===== src/rtl/mips_alu_pkg.sv =====
// rtl/mips_alu_pkg.sv - shared ALU operation encodings
// Contents: ALU_AND, ALU_OR, ALU_ADD, ALU_SUB, ALU_SLT (3-bit alu_func codes)
package mips_alu_pkg;
  localparam logic [2:0] ALU_AND = 3'b000;
  localparam logic [2:0] ALU_OR  = 3'b001;
  localparam logic [2:0] ALU_ADD = 3'b010;
  localparam logic [2:0] ALU_SUB = 3'b110;
  localparam logic [2:0] ALU_SLT = 3'b111;
endpackage


===== src/rtl/mips_multicycle_ctrl_pkg.sv =====
// rtl/mips_multicycle_ctrl_pkg.sv - state, opcode, funct and mux-select encodings
// Contents: state_t (13 states), OP_*/FN_* constants, SRCB_*/PCSRC_* selects, ctrl_t output bundle
package mips_multicycle_ctrl_pkg;
  localparam int CTRL_STATE_W = 4;

  typedef enum logic [CTRL_STATE_W-1:0] {
    ST_FETCH    = 4'd0,
    ST_DECODE   = 4'd1,
    ST_EXEC_R   = 4'd2,
    ST_R_WB     = 4'd3,
    ST_MEM_ADDR = 4'd4,
    ST_MEM_RD   = 4'd5,
    ST_MEM_WB   = 4'd6,
    ST_MEM_WR   = 4'd7,
    ST_BRANCH   = 4'd8,
    ST_IMM_EXEC = 4'd9,
    ST_IMM_WB   = 4'd10,
    ST_JUMP     = 4'd11,
    ST_ILLEGAL  = 4'd12
  } state_t;

  localparam logic [5:0] OP_RTYPE = 6'h00;
  localparam logic [5:0] OP_J     = 6'h02;
  localparam logic [5:0] OP_BEQ   = 6'h04;
  localparam logic [5:0] OP_BNE   = 6'h05;
  localparam logic [5:0] OP_ADDI  = 6'h08;
  localparam logic [5:0] OP_ADDIU = 6'h09;
  localparam logic [5:0] OP_LW    = 6'h23;
  localparam logic [5:0] OP_SW    = 6'h2B;

  localparam logic [5:0] FN_ADD  = 6'h20;
  localparam logic [5:0] FN_ADDU = 6'h21;
  localparam logic [5:0] FN_SUB  = 6'h22;
  localparam logic [5:0] FN_SUBU = 6'h23;
  localparam logic [5:0] FN_AND  = 6'h24;
  localparam logic [5:0] FN_OR   = 6'h25;
  localparam logic [5:0] FN_SLT  = 6'h2A;

  localparam logic [1:0] SRCB_REG     = 2'd0;
  localparam logic [1:0] SRCB_FOUR    = 2'd1;
  localparam logic [1:0] SRCB_IMM     = 2'd2;
  localparam logic [1:0] SRCB_IMM_SH2 = 2'd3;

  localparam logic [1:0] PCSRC_ALU    = 2'd0;
  localparam logic [1:0] PCSRC_ALUOUT = 2'd1;
  localparam logic [1:0] PCSRC_JUMP   = 2'd2;

  typedef struct packed {
    logic       pc_write;
    logic       ir_write;
    logic       mem_read;
    logic       mem_write;
    logic       i_or_d;
    logic       reg_write;
    logic       reg_dst;
    logic       mem_to_reg;
    logic       alu_src_a;
    logic [1:0] alu_src_b;
    logic [1:0] pc_src;
    logic [2:0] alu_func;
    logic       illegal_instr;
    logic       instr_done;
  } ctrl_t;
endpackage


===== src/rtl/mips_alu_decode.sv =====
// rtl/mips_alu_decode.sv - R-type funct to ALU operation mapping (combinational)
// Ports: funct (in, 6) instr[5:0]; alu_func (out, 3) ALU operation;
//        funct_illegal (out, 1) funct is not a supported R-type operation
module mips_alu_decode
  import mips_multicycle_ctrl_pkg::*;
  import mips_alu_pkg::*;
(
  input  logic [5:0] funct,
  output logic [2:0] alu_func,
  output logic       funct_illegal
);

  always_comb begin
    alu_func      = ALU_ADD;
    funct_illegal = 1'b0;
    case (funct)
      FN_ADD, FN_ADDU: alu_func = ALU_ADD;
      FN_SUB, FN_SUBU: alu_func = ALU_SUB;
      FN_AND:          alu_func = ALU_AND;
      FN_OR:           alu_func = ALU_OR;
      FN_SLT:          alu_func = ALU_SLT;
      default:         funct_illegal = 1'b1;
    endcase
  end

endmodule


===== src/rtl/mips_multicycle_ctrl.sv =====
// rtl/mips_multicycle_ctrl.sv - multicycle MIPS32 control FSM
// Ports: clk, rst_n (async active-low); opcode/funct from IR; alu_zero; mem_ready handshake;
//        datapath controls pc_write, ir_write, mem_read, mem_write, i_or_d, reg_write, reg_dst,
//        mem_to_reg, alu_src_a, alu_src_b[1:0], pc_src[1:0], alu_func[2:0];
//        status illegal_instr (sticky), instr_done (last-cycle pulse), state (debug)
module mips_multicycle_ctrl
  import mips_multicycle_ctrl_pkg::*;
  import mips_alu_pkg::*;
#(
  parameter int STATE_W = 4
) (
  input  logic               clk,
  input  logic               rst_n,
  input  logic [5:0]         opcode,
  input  logic [5:0]         funct,
  input  logic               alu_zero,
  input  logic               mem_ready,
  output logic               pc_write,
  output logic               ir_write,
  output logic               mem_read,
  output logic               mem_write,
  output logic               i_or_d,
  output logic               reg_write,
  output logic               reg_dst,
  output logic               mem_to_reg,
  output logic               alu_src_a,
  output logic [1:0]         alu_src_b,
  output logic [1:0]         pc_src,
  output logic [2:0]         alu_func,
  output logic               illegal_instr,
  output logic               instr_done,
  output logic [STATE_W-1:0] state
);

  state_t     state_q, state_d;
  ctrl_t      ctrl;
  logic [2:0] dec_alu_func;
  logic       dec_funct_illegal;

  mips_alu_decode u_alu_decode (
    .funct         (funct),
    .alu_func      (dec_alu_func),
    .funct_illegal (dec_funct_illegal)
  );

  always_ff @(posedge clk or negedge rst_n) begin
    if (!rst_n) state_q <= ST_FETCH;
    else        state_q <= state_d;
  end

  always_comb begin
    state_d = state_q;
    case (state_q)
      ST_FETCH: if (mem_ready) state_d = ST_DECODE;
      ST_DECODE: begin
        case (opcode)
          OP_RTYPE:        state_d = ST_EXEC_R;
          OP_LW, OP_SW:    state_d = ST_MEM_ADDR;
          OP_BEQ, OP_BNE:  state_d = ST_BRANCH;
          OP_ADDI, OP_ADDIU: state_d = ST_IMM_EXEC;
          OP_J:            state_d = ST_JUMP;
          default:         state_d = ST_ILLEGAL;
        endcase
      end
      ST_EXEC_R:   state_d = dec_funct_illegal ? ST_ILLEGAL : ST_R_WB;
      ST_MEM_ADDR: state_d = (opcode == OP_SW) ? ST_MEM_WR : ST_MEM_RD;
      ST_MEM_RD:   if (mem_ready) state_d = ST_MEM_WB;
      ST_MEM_WR:   if (mem_ready) state_d = ST_FETCH;
      ST_IMM_EXEC: state_d = ST_IMM_WB;
      ST_R_WB, ST_MEM_WB, ST_BRANCH, ST_IMM_WB, ST_JUMP: state_d = ST_FETCH;
      // ILLEGAL is terminal; unused encodings fall into it as well
      default:     state_d = ST_ILLEGAL;
    endcase
  end

  always_comb begin
    ctrl          = '0;
    ctrl.alu_func = ALU_ADD;
    case (state_q)
      ST_FETCH: begin
        ctrl.mem_read  = 1'b1;
        ctrl.alu_src_b = SRCB_FOUR;
        ctrl.pc_src    = PCSRC_ALU;
        ctrl.pc_write  = mem_ready;
        ctrl.ir_write  = mem_ready;
      end
      ST_DECODE: ctrl.alu_src_b = SRCB_IMM_SH2;  // branch target into ALUOut
      ST_EXEC_R: begin
        ctrl.alu_src_a = 1'b1;
        ctrl.alu_src_b = SRCB_REG;
        ctrl.alu_func  = dec_alu_func;
      end
      ST_R_WB: begin
        ctrl.reg_write  = 1'b1;
        ctrl.reg_dst    = 1'b1;
        ctrl.instr_done = 1'b1;
      end
      ST_MEM_ADDR, ST_IMM_EXEC: begin
        ctrl.alu_src_a = 1'b1;
        ctrl.alu_src_b = SRCB_IMM;
      end
      ST_MEM_RD: begin
        ctrl.mem_read = 1'b1;
        ctrl.i_or_d   = 1'b1;
      end
      ST_MEM_WB: begin
        ctrl.reg_write  = 1'b1;
        ctrl.mem_to_reg = 1'b1;
        ctrl.instr_done = 1'b1;
      end
      ST_MEM_WR: begin
        ctrl.mem_write  = 1'b1;
        ctrl.i_or_d     = 1'b1;
        ctrl.instr_done = mem_ready;
      end
      ST_BRANCH: begin
        ctrl.alu_src_a  = 1'b1;
        ctrl.alu_src_b  = SRCB_REG;
        ctrl.alu_func   = ALU_SUB;
        ctrl.pc_src     = PCSRC_ALUOUT;
        ctrl.pc_write   = (opcode == OP_BNE) ? !alu_zero : alu_zero;
        ctrl.instr_done = 1'b1;
      end
      ST_IMM_WB: begin
        ctrl.reg_write  = 1'b1;
        ctrl.instr_done = 1'b1;
      end
      ST_JUMP: begin
        ctrl.pc_src     = PCSRC_JUMP;
        ctrl.pc_write   = 1'b1;
        ctrl.instr_done = 1'b1;
      end
      default: begin
        ctrl               = '0;
        ctrl.illegal_instr = 1'b1;
      end
    endcase
    // Async reset holds FETCH in the state register, so outputs are forced
    // low here to drop any pending memory request without waiting for an edge.
    if (!rst_n) ctrl = '0;
  end

  assign pc_write      = ctrl.pc_write;
  assign ir_write      = ctrl.ir_write;
  assign mem_read      = ctrl.mem_read;
  assign mem_write     = ctrl.mem_write;
  assign i_or_d        = ctrl.i_or_d;
  assign reg_write     = ctrl.reg_write;
  assign reg_dst       = ctrl.reg_dst;
  assign mem_to_reg    = ctrl.mem_to_reg;
  assign alu_src_a     = ctrl.alu_src_a;
  assign alu_src_b     = ctrl.alu_src_b;
  assign pc_src        = ctrl.pc_src;
  assign alu_func      = ctrl.alu_func;
  assign illegal_instr = ctrl.illegal_instr;
  assign instr_done    = ctrl.instr_done;
  assign state         = STATE_W'(state_q);

endmodule


===== config.mk =====
export PLATFORM = sky130hd
export DESIGN_NAME = mips_multicycle_ctrl
export DESIGN_NICKNAME = d
export VERILOG_FILES = /design/src/rtl/mips_alu_pkg.sv /design/src/rtl/mips_multicycle_ctrl_pkg.sv /design/src/rtl/mips_alu_decode.sv /design/src/rtl/mips_multicycle_ctrl.sv
export SDC_FILE = /design/constraint.sdc
export NUM_CORES = 1
export LEC_CHECK = 0
export ABC_CLOCK_PERIOD_IN_PS = 3140
export BUFFER_PORTS_ARGS = -buffer_cell sky130_fd_sc_hd__buf_2
export CAP_MARGIN = 10
export CORE_UTILIZATION = 45
export DETAILED_ROUTE_END_ITERATION = 8
export PLACE_DENSITY = 0.8
export SYNTH_ARGS = -nofsm -noshare
export SYNTH_HDL_FRONTEND = slang
export SYNTH_HIERARCHICAL = 1
export SYNTH_SLANG_ARGS = --single-unit

===== constraint.sdc =====
create_clock -name clk -period 3.14 [get_ports clk]
set_clock_uncertainty 0.1 [all_clocks]
set_input_delay 0.314 -clock clk [delete_from_list [all_inputs] [get_ports clk]]
set_output_delay 0.314 -clock clk [all_outputs]
set_load 0.05 [all_outputs]

Yosys cells after proc, flatten, opt, wreduce, memory -nomap -nowiden:

Cells that the tools add are included.

* eq/ne operators: 28
* mux-type cells: 24
* reduce and logical (&&, ||, !) cells: 17

Operator list (count)
* == test 6 bit (second input constant): 9
* one-hot mux 4 bit (8 select lines): 1
* one-hot mux 4 bit (5 select lines): 1
* 2-to-1 mux 18 bit: 1
* == test 4 x 3 -> 1 bit (second input constant): 4
* == test 4 bit (second input constant): 4
* 2-to-1 mux 4 bit: 4
* OR reduction 2 bit: 7
* == test 6 x 3 -> 1 bit (second input constant): 2
* == test 6 x 4 -> 1 bit (second input constant): 2
* one-hot mux 3 bit (4 select lines): 1
* OR reduction 12 bit: 1
* 2-to-1 mux 1 bit: 10
* OR reduction 10 bit: 1
* one-hot mux 3 bit (3 select lines): 1
* == test 4 x 2 -> 1 bit (second input constant): 2
* OR reduction 7 bit: 1
* == test 6 x 2 -> 1 bit (second input constant): 1
* logical NOT 6 bit: 1
* inequality test 2 bit (second input constant): 3
* one-hot mux 2 bit (3 select lines): 1
* OR reduction 5 bit: 1
* == test 4 x 1 -> 1 bit (second input constant): 1
* logical NOT 4 bit: 1
* other kinds (8): 8

* word-level logic and storage cells: 70
* bits of input ports: 16
* output and inout port bits: 22
* register bits: 4

Depth between registers and ports, before layout:

Gate-level depths: netlist (run 1).

* word-level depth: 5
* gate-level depth with buffers: 6
* mapped depth without buffers: 6

Cells and area by module:

The synthesis (run 1) kept the hierarchy.

By module, submodules not included
* mips_multicycle_ctrl: area an instance 640.6 µm², times used 1, cells an instance 100
* mips_alu_decode: area an instance 83.8 µm², times used 1, cells an instance 9

Worst setup path after synthesis (run 1):

OpenSTA, ideal clock, no wires.

* path kind: flip-flop to output port
* from: register state_q[3] (netlist: state[3])
* to: output pc_write
* path buffers: 1
* stages on the path, launching flop included: 5
* arrival time: 2.463 ns
* slack: 0.263 ns
* cell sequence: dfrtp_1 -> clkbuf_1 -> nand2_1 -> nor2_1 -> a32o_1

* cells in the longest elaborated chain, start to end: 3

Ends and longest elaborated chain
* start, declared: RTL line mips_multicycle_ctrl.sv:35 `state_t state_q, state_d;`
* start signal, assigned: RTL line mips_multicycle_ctrl.sv:48 `else state_q <= state_d;`
* == test 4 bit / logical NOT 4 bit (equally long branches): RTL line mips_multicycle_ctrl.sv:79 `case (state_q)`
* one-hot mux 1 bit (3 select lines) *: RTL line mips_multicycle_ctrl.sv:79
* 2-to-1 mux 18 bit *: RTL line mips_multicycle_ctrl.sv:140 `if (!rst_n) ctrl = '0;`
* end, declared: RTL line mips_multicycle_ctrl.sv:18 `output logic pc_write,`

Mark *: on every way between the ends. The rest lies on a longest branch, timed or not.

Final worst setup path (run 1):

* from: register state_q[2] (netlist: state[2])
* to: output instr_done

* cells in the longest elaborated chain, start to end: 4

Ends and longest elaborated chain
* == test 4 x 2 -> 1 bit, or another cell as far along: RTL line mips_multicycle_ctrl.sv:79
* OR reduction 5 bit (no source line)
* one-hot mux 1 bit (2 select lines) *: RTL line mips_multicycle_ctrl.sv:79
* 2-to-1 mux 18 bit *: RTL line mips_multicycle_ctrl.sv:140
* end, declared: RTL line mips_multicycle_ctrl.sv:31 `output logic instr_done,`

Marks and branches as above.

==> metrics.md, run 1 <==
| Metric | Value |
|---|---|
| Outcome | `complete, no violations` |
| Max clock buf depth | `2` |
| Vias in the first global route | `776` |
| Starting Density | `48.1%` |
| Die Wd | `42.1 um` |
| Flop pwr share | `20.6%` |
| # clock sinks | `4` |
| Worst reg2reg setup slack | `1.28 ns` |
| Area growth syn-to-layout | `28.5%` |
| Final wirelength | `2010 um` |
| Final setup violating endpoints | `0` |
| DRC Markers | `0` |
| FF-to-FF End | `state[0]$_DFFE_PN0P_` |
| Post-synth cell types | `38` |
| Antenna Cells | `0` |
| Post-Synthesis Cells | `109` |
| Fmax achieved | `0.441 GHz` |
| CORE AREA | `0.00151 mm2` |
| Fin. Hold Viols | `0` |
| Nets | `160` |
| Global route overflow | `0` |
| Static leakage | `0.430 nW` |
| Max-Slew Margin vs Limit | `58.4%` |
| CTS buffer count | `3` |
| Hold path start | `opcode[3]` |
| Die Area | `0.00177 mm2` |
| Reg clk slew, reported paths | `0.04 ns` |
| Vias per cell | `5.85` |
| Clk pwr share | `7.1%` |
| Post-DR wirelength/cell | `12.7 um` |
| Hold Path Class | `in -> reg` |
| Hold Worst Slack | `0.322 ns` |
| Number of fill cells in the layout | `150` |
| Sequential fraction of the synthesis area | `13.8%` |
| I/O pin total | `38` |
| Final Power | `0.896 mW` |
| Layout cells sized above 1 | `30.3%` |
| Remaining antenna violation count | `0` |
| Peak VDD IR | `782 uV` |
| Flops & latches, synth | `4` |
| Antenna violations before repair | `0` |
| Via Count | `925` |
| CTS tree | `built` |
| Part of the cycle the worst path needs | `72.3%` |
| # H-tree levels | `1` |
| HPWL Detailed | `1480 um` |
| Setup crit start kind | `flop` |
| Syn_area_per_cell | `6.65 um2` |
| Setup TNS | `0 ns` |
| P per Cell Area | `962 mW/mm2` |
| Crit path kind | `reg -> out` |
| Detailed Route Iter0 Violations | `28` |
| Die Y | `42.1 um` |
| Slew Limit Fails | `0` |
| Clk_lat worst skew | `0.23 ns` |
| Max-cap violations | `0` |
| P_int | `0.319 mW` |
| RePlAce Congestion | `0.875` |
| Main synth FF type | `dfrtp_1` |
| Crit Path Max Fanout | `19` |
| PortBufs | `37` |
| Total Routing Usage GR | `24.2%` |
| Hold path endpoint | `state[1]$_DFFE_PN0P_` |
| Placement row count | `14` |
| Net Count, Synth | `125` |
| R2R depth | `4` |
| Combinational power share | `72.3%` |
| Switch share | `64.4%` |
| Synth warnings | `6` |
| Reg2reg start | `state[1]$_DFFE_PN0P_` |
| DR pass1 iterations | `4` |
| EDFF count, synth | `0` |
| RSZ-0062 raised after global routing | `false` |
| Async SR Flop Fraction | `100%` |
| Switching power | `0.577 mW` |
| Root buffer cell | `clkbuf_4` |
| Finished Cell Area | `931 um2` |
| Area of placed instances | `898 um2` |
| Crit. End Element | `output port` |
| Number of flip-flops under the largest register name | `4` |
| Period minus WS final | `2.27 ns` |
| Global-route wire length before repair | `3420 um` |
| Crit path DAT | `1.86 ns` |
| Post-Synthesis Cell Area | `724 um2` |
| Least-Margin Pin Slew | `0.624 ns` |
| Hold path depth | `3` |
| Largest net degree at the start of global routing | `23` |
| Critical path data required time | `2.73 ns` |
==> routing by layer <==
layer	vias to the layer above	wire length [um]	part of all wire (%)	GRT usage [%]
met2	30	918	46	36.9
met3	0	105	5.2	5.17
li1	475	-	-	-
met4	0	0	0	5.00
met5	-	0	0	0
met1	420	986	49	35.2
==> cells by family (layout without fill, tap and decap cells) <==
| family | count (synthesis) | after routing | share of synthesized area (%) |
|---|---|---|---|
| buffers and inverters | 13 | 46 | 6.91 |
| flip-flops | 4 | 4 | 13.8 |
| AND/OR/NAND/NOR | 58 | 58 | 43.2 |
| AO/OA/AOI/OAI | 29 | 29 | 29.7 |
| multiplexers | 2 | 2 | 2.76 |
| XOR/XNOR | 3 | 3 | 3.63 |
==> layout by cell type, fill, tap and decap left out, types with 2 or more instances in the layout <==
cell type	instances
a31oi_1	2
clkbuf_4	3
a21oi_1	7
o31ai_1	3
buf_2	37
mux2i_1	2
nand2_1	11
nor2b_1	2
nand4bb_1	2
or3_1	3
a2111oi_0	2
dfrtp_1	4
o21ai_0	3
nor2_1	15
a221o_1	2
nand2b_1	7
nand3_1	4
nor3_1	7
inv_1	5
xnor2_1	2
==> area by class of cell <==
type                    instances  area, um2  share of cell area, %
clock buffers                   3       22.5                   2.42
multi-input cells              92        574                   61.7
repair buffers                 38        195                   21.0
inverters                       5       18.8                   2.02
well taps                      16       20.0                   2.15
flip-flops and latches          4        100                   10.8
==> cell usage after synthesis (all sizes together) (2+ instances only) <==
cell type  number  area [um2]
a221o           2        20.0
o21ai           3        15.0
nand2          11        41.3
nor2b           2        12.5
nor2           15        56.3
xnor2           2        17.5
nand2b          8        57.6
clkbuf          7        26.3
mux2i           2        20.0
dfrtp           4         100
a2111oi         2        17.5
inv             5        18.8
a31oi           2        12.5
nor3            7        35.0
or3             3        18.8
a21oi           7        35.0
nand4bb         2        22.5
nand3           4        20.0
a211oi          2        20.0
o31ai           3        22.5
==> worst max-delay path, cell delays in order, from the launching register on <==
cell and delay, ns:
dfrtp_1 0.66, nand2b_1 0.25, nor2_1 0.17, o21ai_0 0.11, a21oi_1 0.15, buf_2 0.27
==> power groups by stage <==
stage	Sequential (mW)	Combinational, mW	Clock, mW
4_1_cts	0.181	0.648	0.0662
3_3_place_gp	0.180	0.635	0
2_1_floorplan	0.174	0.522	0
3_5_place_dp	0.181	0.644	0
6_report	0.184	0.648	0.0635
5_1_grt	0.197	0.697	0.0705
==> timing repair <==
action / CTS / global route
buffers inserted: 0 / 0
resized for setup: 0 / 0
setup endpoints to repair: 0 / 0
hold endpoints to repair: 4 / 0
hold buffers: 1 / 0
==> how the worst max path moves through the flow <==
stage,from,to,slack [ns]
finish,state[2]$_DFFE_PN0P_,instr_done,0.87
global route,state[2]$_DFFE_PN0P_,instr_done,0.67
CTS,state[3]$_DFFE_PN0P_,instr_done,0.90
detailed placement,funct[4],alu_func[1],1.12
global placement,funct[4],alu_func[2],1.13
floorplan,state[3]$_DFFE_PN0P_,pc_write,0.26
==> per-stage QoR <==
step                      worst slack, ns  cells  utilization [%]
after floorplan                     0.263    109                -
after global placement               1.13    154             59.6
after detailed placement             1.12    154             59.6
after CTS                           0.896    158             61.8
after global routing                0.672    158             61.8
final                               0.870    158             61.8
Note: power is estimated with default switching activity, not from simulation.
==> run 2: changes to the inputs <==
- ABC_CLOCK_PERIOD_IN_PS: 3140 -> 2100
- CORE_UTILIZATION: 45 -> 44
- PLACE_DENSITY: 0.8 -> 0.78
- clock period: 3.14 -> 2.1 ns (I/O delays scaled with it)
==> metrics.md, run 2 (synthesis gave the netlist of run 1 again) <==
| Metric | Value |
|---|---|
| Global-route wire length before repair | `3620 um (was 3420 um)` |
| Peak VDD IR | `749 uV (was 782 uV)` |
| Reg clk slew, reported paths | `0.04 ns (about the same)` |
| Hold path depth | `3 (unchanged)` |
| Largest net degree at the start of global routing | `23 (unchanged)` |
| Antenna Cells | `0 (unchanged)` |
| FF-to-FF End | `state[0]$_DFFE_PN0P_ (unchanged)` |
| CP bufs+invs | `5 (was 1)` |
| CP Cell Sequence | `dlygate4sd3_1, clkbuf_4, clkinvlp_4, buf_4, nor2_2, buf_2 (was nand2b_1, nor2_1, o21ai_0, a21oi_1, buf_2)` |
| Vias in the first global route | `876 (was 776)` |
| Crit path max-delay family | `buffers and inverters (was flip-flops)` |
| Starting Density | `47.5% (was 48.1%)` |
| P per Cell Area | `1430 mW/mm2 (was 962 mW/mm2)` |
| Register area | `103 um2 (was 100 um2)` |
| CTS tree | `built (unchanged)` |
| Fin worst setup slack | `0.0718 ns (was 0.870 ns)` |
| Final wirelength | `2130 um (was 2010 um)` |
| Die Y | `42.6 um (was 42.1 um)` |
| DR pass1 iterations | `5 (was 4)` |
| Period minus WS final | `2.03 ns` |
| CTS buffer count | `3 (unchanged)` |
| Hold Path Class | `in -> reg (unchanged)` |
| Slowest-stage cell, CP | `dlygate4sd3_1 (was dfrtp_1)` |
| Setup crit start kind | `input port (was flop)` |
| Most frequent cells in the layout | `35 x buf_2, 11 x nand2_1, 7 x nand2b_1, 7 x nor2_1, 7 x buf_4 (was 37 x buf_2, 15 x nor2_1, 11 x nand2_1)` |
| Clk_lat worst skew | `0.24 ns (was 0.23 ns)` |
| Max-cap violations | `0 (unchanged)` |
| Crit path kind | `in -> out (was reg -> out)` |
| Least-Margin Pin Slew | `0.379 ns (was 0.624 ns)` |
| CORE AREA | `0.00152 mm2 (was 0.00151 mm2)` |
| Static leakage | `0.468 nW (was 0.430 nW)` |
| Fmax achieved | `0.493 GHz` |
| Multi-input combinational cell area | `658 um2 (was 574 um2)` |
| Crit path DAT | `1.72 ns (was 1.86 ns)` |
| HPWL Detailed | `1640 um (was 1480 um)` |
| Area of placed instances | `0.00102 mm2 (was 898 um2)` |
| Placement row count | `14 (unchanged)` |
| # clock sinks | `4 (unchanged)` |
| Number of fill cells in the layout | `136 (was 150)` |
| Worst reg2reg setup slack | `0.31 ns (was 1.28 ns)` |
| Die Area | `0.00181 mm2 (was 0.00177 mm2)` |
| Vias per cell | `6.04 (was 5.85)` |
| Total Routing Usage GR | `25.1% (was 24.2%)` |
| DRC Markers | `0 (unchanged)` |
| Global route overflow | `0 (unchanged)` |
| Detailed Route Iter0 Violations | `34 (was 28)` |
| Final Power | `1.53 mW (was 0.896 mW)` |
| Number of flip-flops under the largest register name | `4 (unchanged)` |
| RePlAce Congestion | `0.886 (was 0.875)` |
| Layout cells sized above 1 | `44.3% (was 30.3%)` |
| Root buffer cell | `clkbuf_4 (unchanged)` |
| Post-DR wirelength/cell | `12.9 um (was 12.7 um)` |
| Max clock buf depth | `2 (unchanged)` |
| PortBufs | `37 (unchanged)` |
| Outcome | `complete, no violations (unchanged)` |
| Critical path data required time | `1.79 ns (was 2.73 ns)` |
| Crit Path Max Fanout | `12 (was 19)` |
| Max-Slew Margin vs Limit | `74.1% (was 58.4%)` |
| Final setup violating endpoints | `0 (unchanged)` |
| Area growth syn-to-layout | `48.4% (was 28.5%)` |
| Hold path start | `opcode[3] (unchanged)` |
| Nets | `166 (was 160)` |
| Finished Cell Area | `0.00107 mm2 (was 931 um2)` |
| # H-tree levels | `1 (unchanged)` |
| Die Wd | `42.6 um (was 42.1 um)` |
| Slew Limit Fails | `0 (unchanged)` |
| Part of the cycle the worst path needs | `96.6%` |
| Reg2reg start | `state[2]$_DFFE_PN0P_ (was state[1]$_DFFE_PN0P_)` |
| I/O pin total | `38 (unchanged)` |
| CP peak stage delay | `0.53 ns (was 0.66 ns)` |
| Antenna violations before repair | `0 (unchanged)` |
| Via Count | `996 (was 925)` |
| Remaining antenna violation count | `0 (unchanged)` |
| R2R depth | `5 (was 4)` |
| Most common cell after layout, fill and taps aside | `buf_2 (unchanged)` |
| Fin. Hold Viols | `0 (unchanged)` |
| Hold path endpoint | `state[1]$_DFFE_PN0P_ (unchanged)` |
| Crit. End Element | `output port (unchanged)` |
| Setup TNS | `0 ns (unchanged)` |
| Pre-CTS WS | `0.256 ns (was 1.12 ns)` |
[run 2: power breakdown]
part / switching [mW] / internal (mW)
logic: 0.828 / 0.388
registers: 0.0956 / 0.116
clock network: 0.0361 / 0.0716
[run 2: metal layers]
metal	track usage (%)	routed length, um
met5	0	0
met4	10.0	36
met3	3.02	143
met2	41.8	1020
met1	32.6	928
[run 2: what timing repair did]
action                     CTS  global route
hold buffers                 1             0
gates resized for setup      0             5
setup endpoints to repair    0             7
hold endpoints to repair     4             0
setup buffers                0             1
[run 2: final cells by class]
cell class | instances | area share, %
Multi-Input combinational cell | 92 | 61.2
Timing Repair Buffer | 44 | 22.8
Inverter | 5 | 2.10
Tap cell | 16 | 1.86
Sequential cell | 4 | 9.55
Clock buffer | 4 | 2.44
[run 2: per-stage QoR]
stage | hold slack (ns) | utilization (%) | std cells
6_report | 0.180 | 70.5 | 165
2_1_floorplan | -0.186 | - | 109
5_1_grt | 0.205 | 70.5 | 165
4_1_cts | 0.182 | 69.4 | 164
3_5_place_dp | -0.0218 | 67.0 | 159
3_3_place_gp | -0.0214 | 67.0 | 159
[run 2: worst max-delay path by stage]
stage	from	endpoint	slack [ns]	depth (start not counted)
after floorplan	state[3]$_DFFE_PN0P_	pc_write	-0.40	4
after global placement	funct[4]	alu_func[1]	0.29	5
after detailed placement	state[0]$_DFFE_PN0P_	instr_done	0.26	5
after CTS	state[0]$_DFFE_PN0P_	instr_done	0.007	5
after global routing	rst_n	illegal_instr	-0.02	6
final	rst_n	illegal_instr	0.07	6
[run 2: tightest hold or removal path, delay by kind of cell]
family / cells / cell delay [ns]
AO/OA/AOI/OAI: 1 / 0.07
buffers and inverters: 1 / 0.14
AND/OR/NAND/NOR: 1 / 0.07
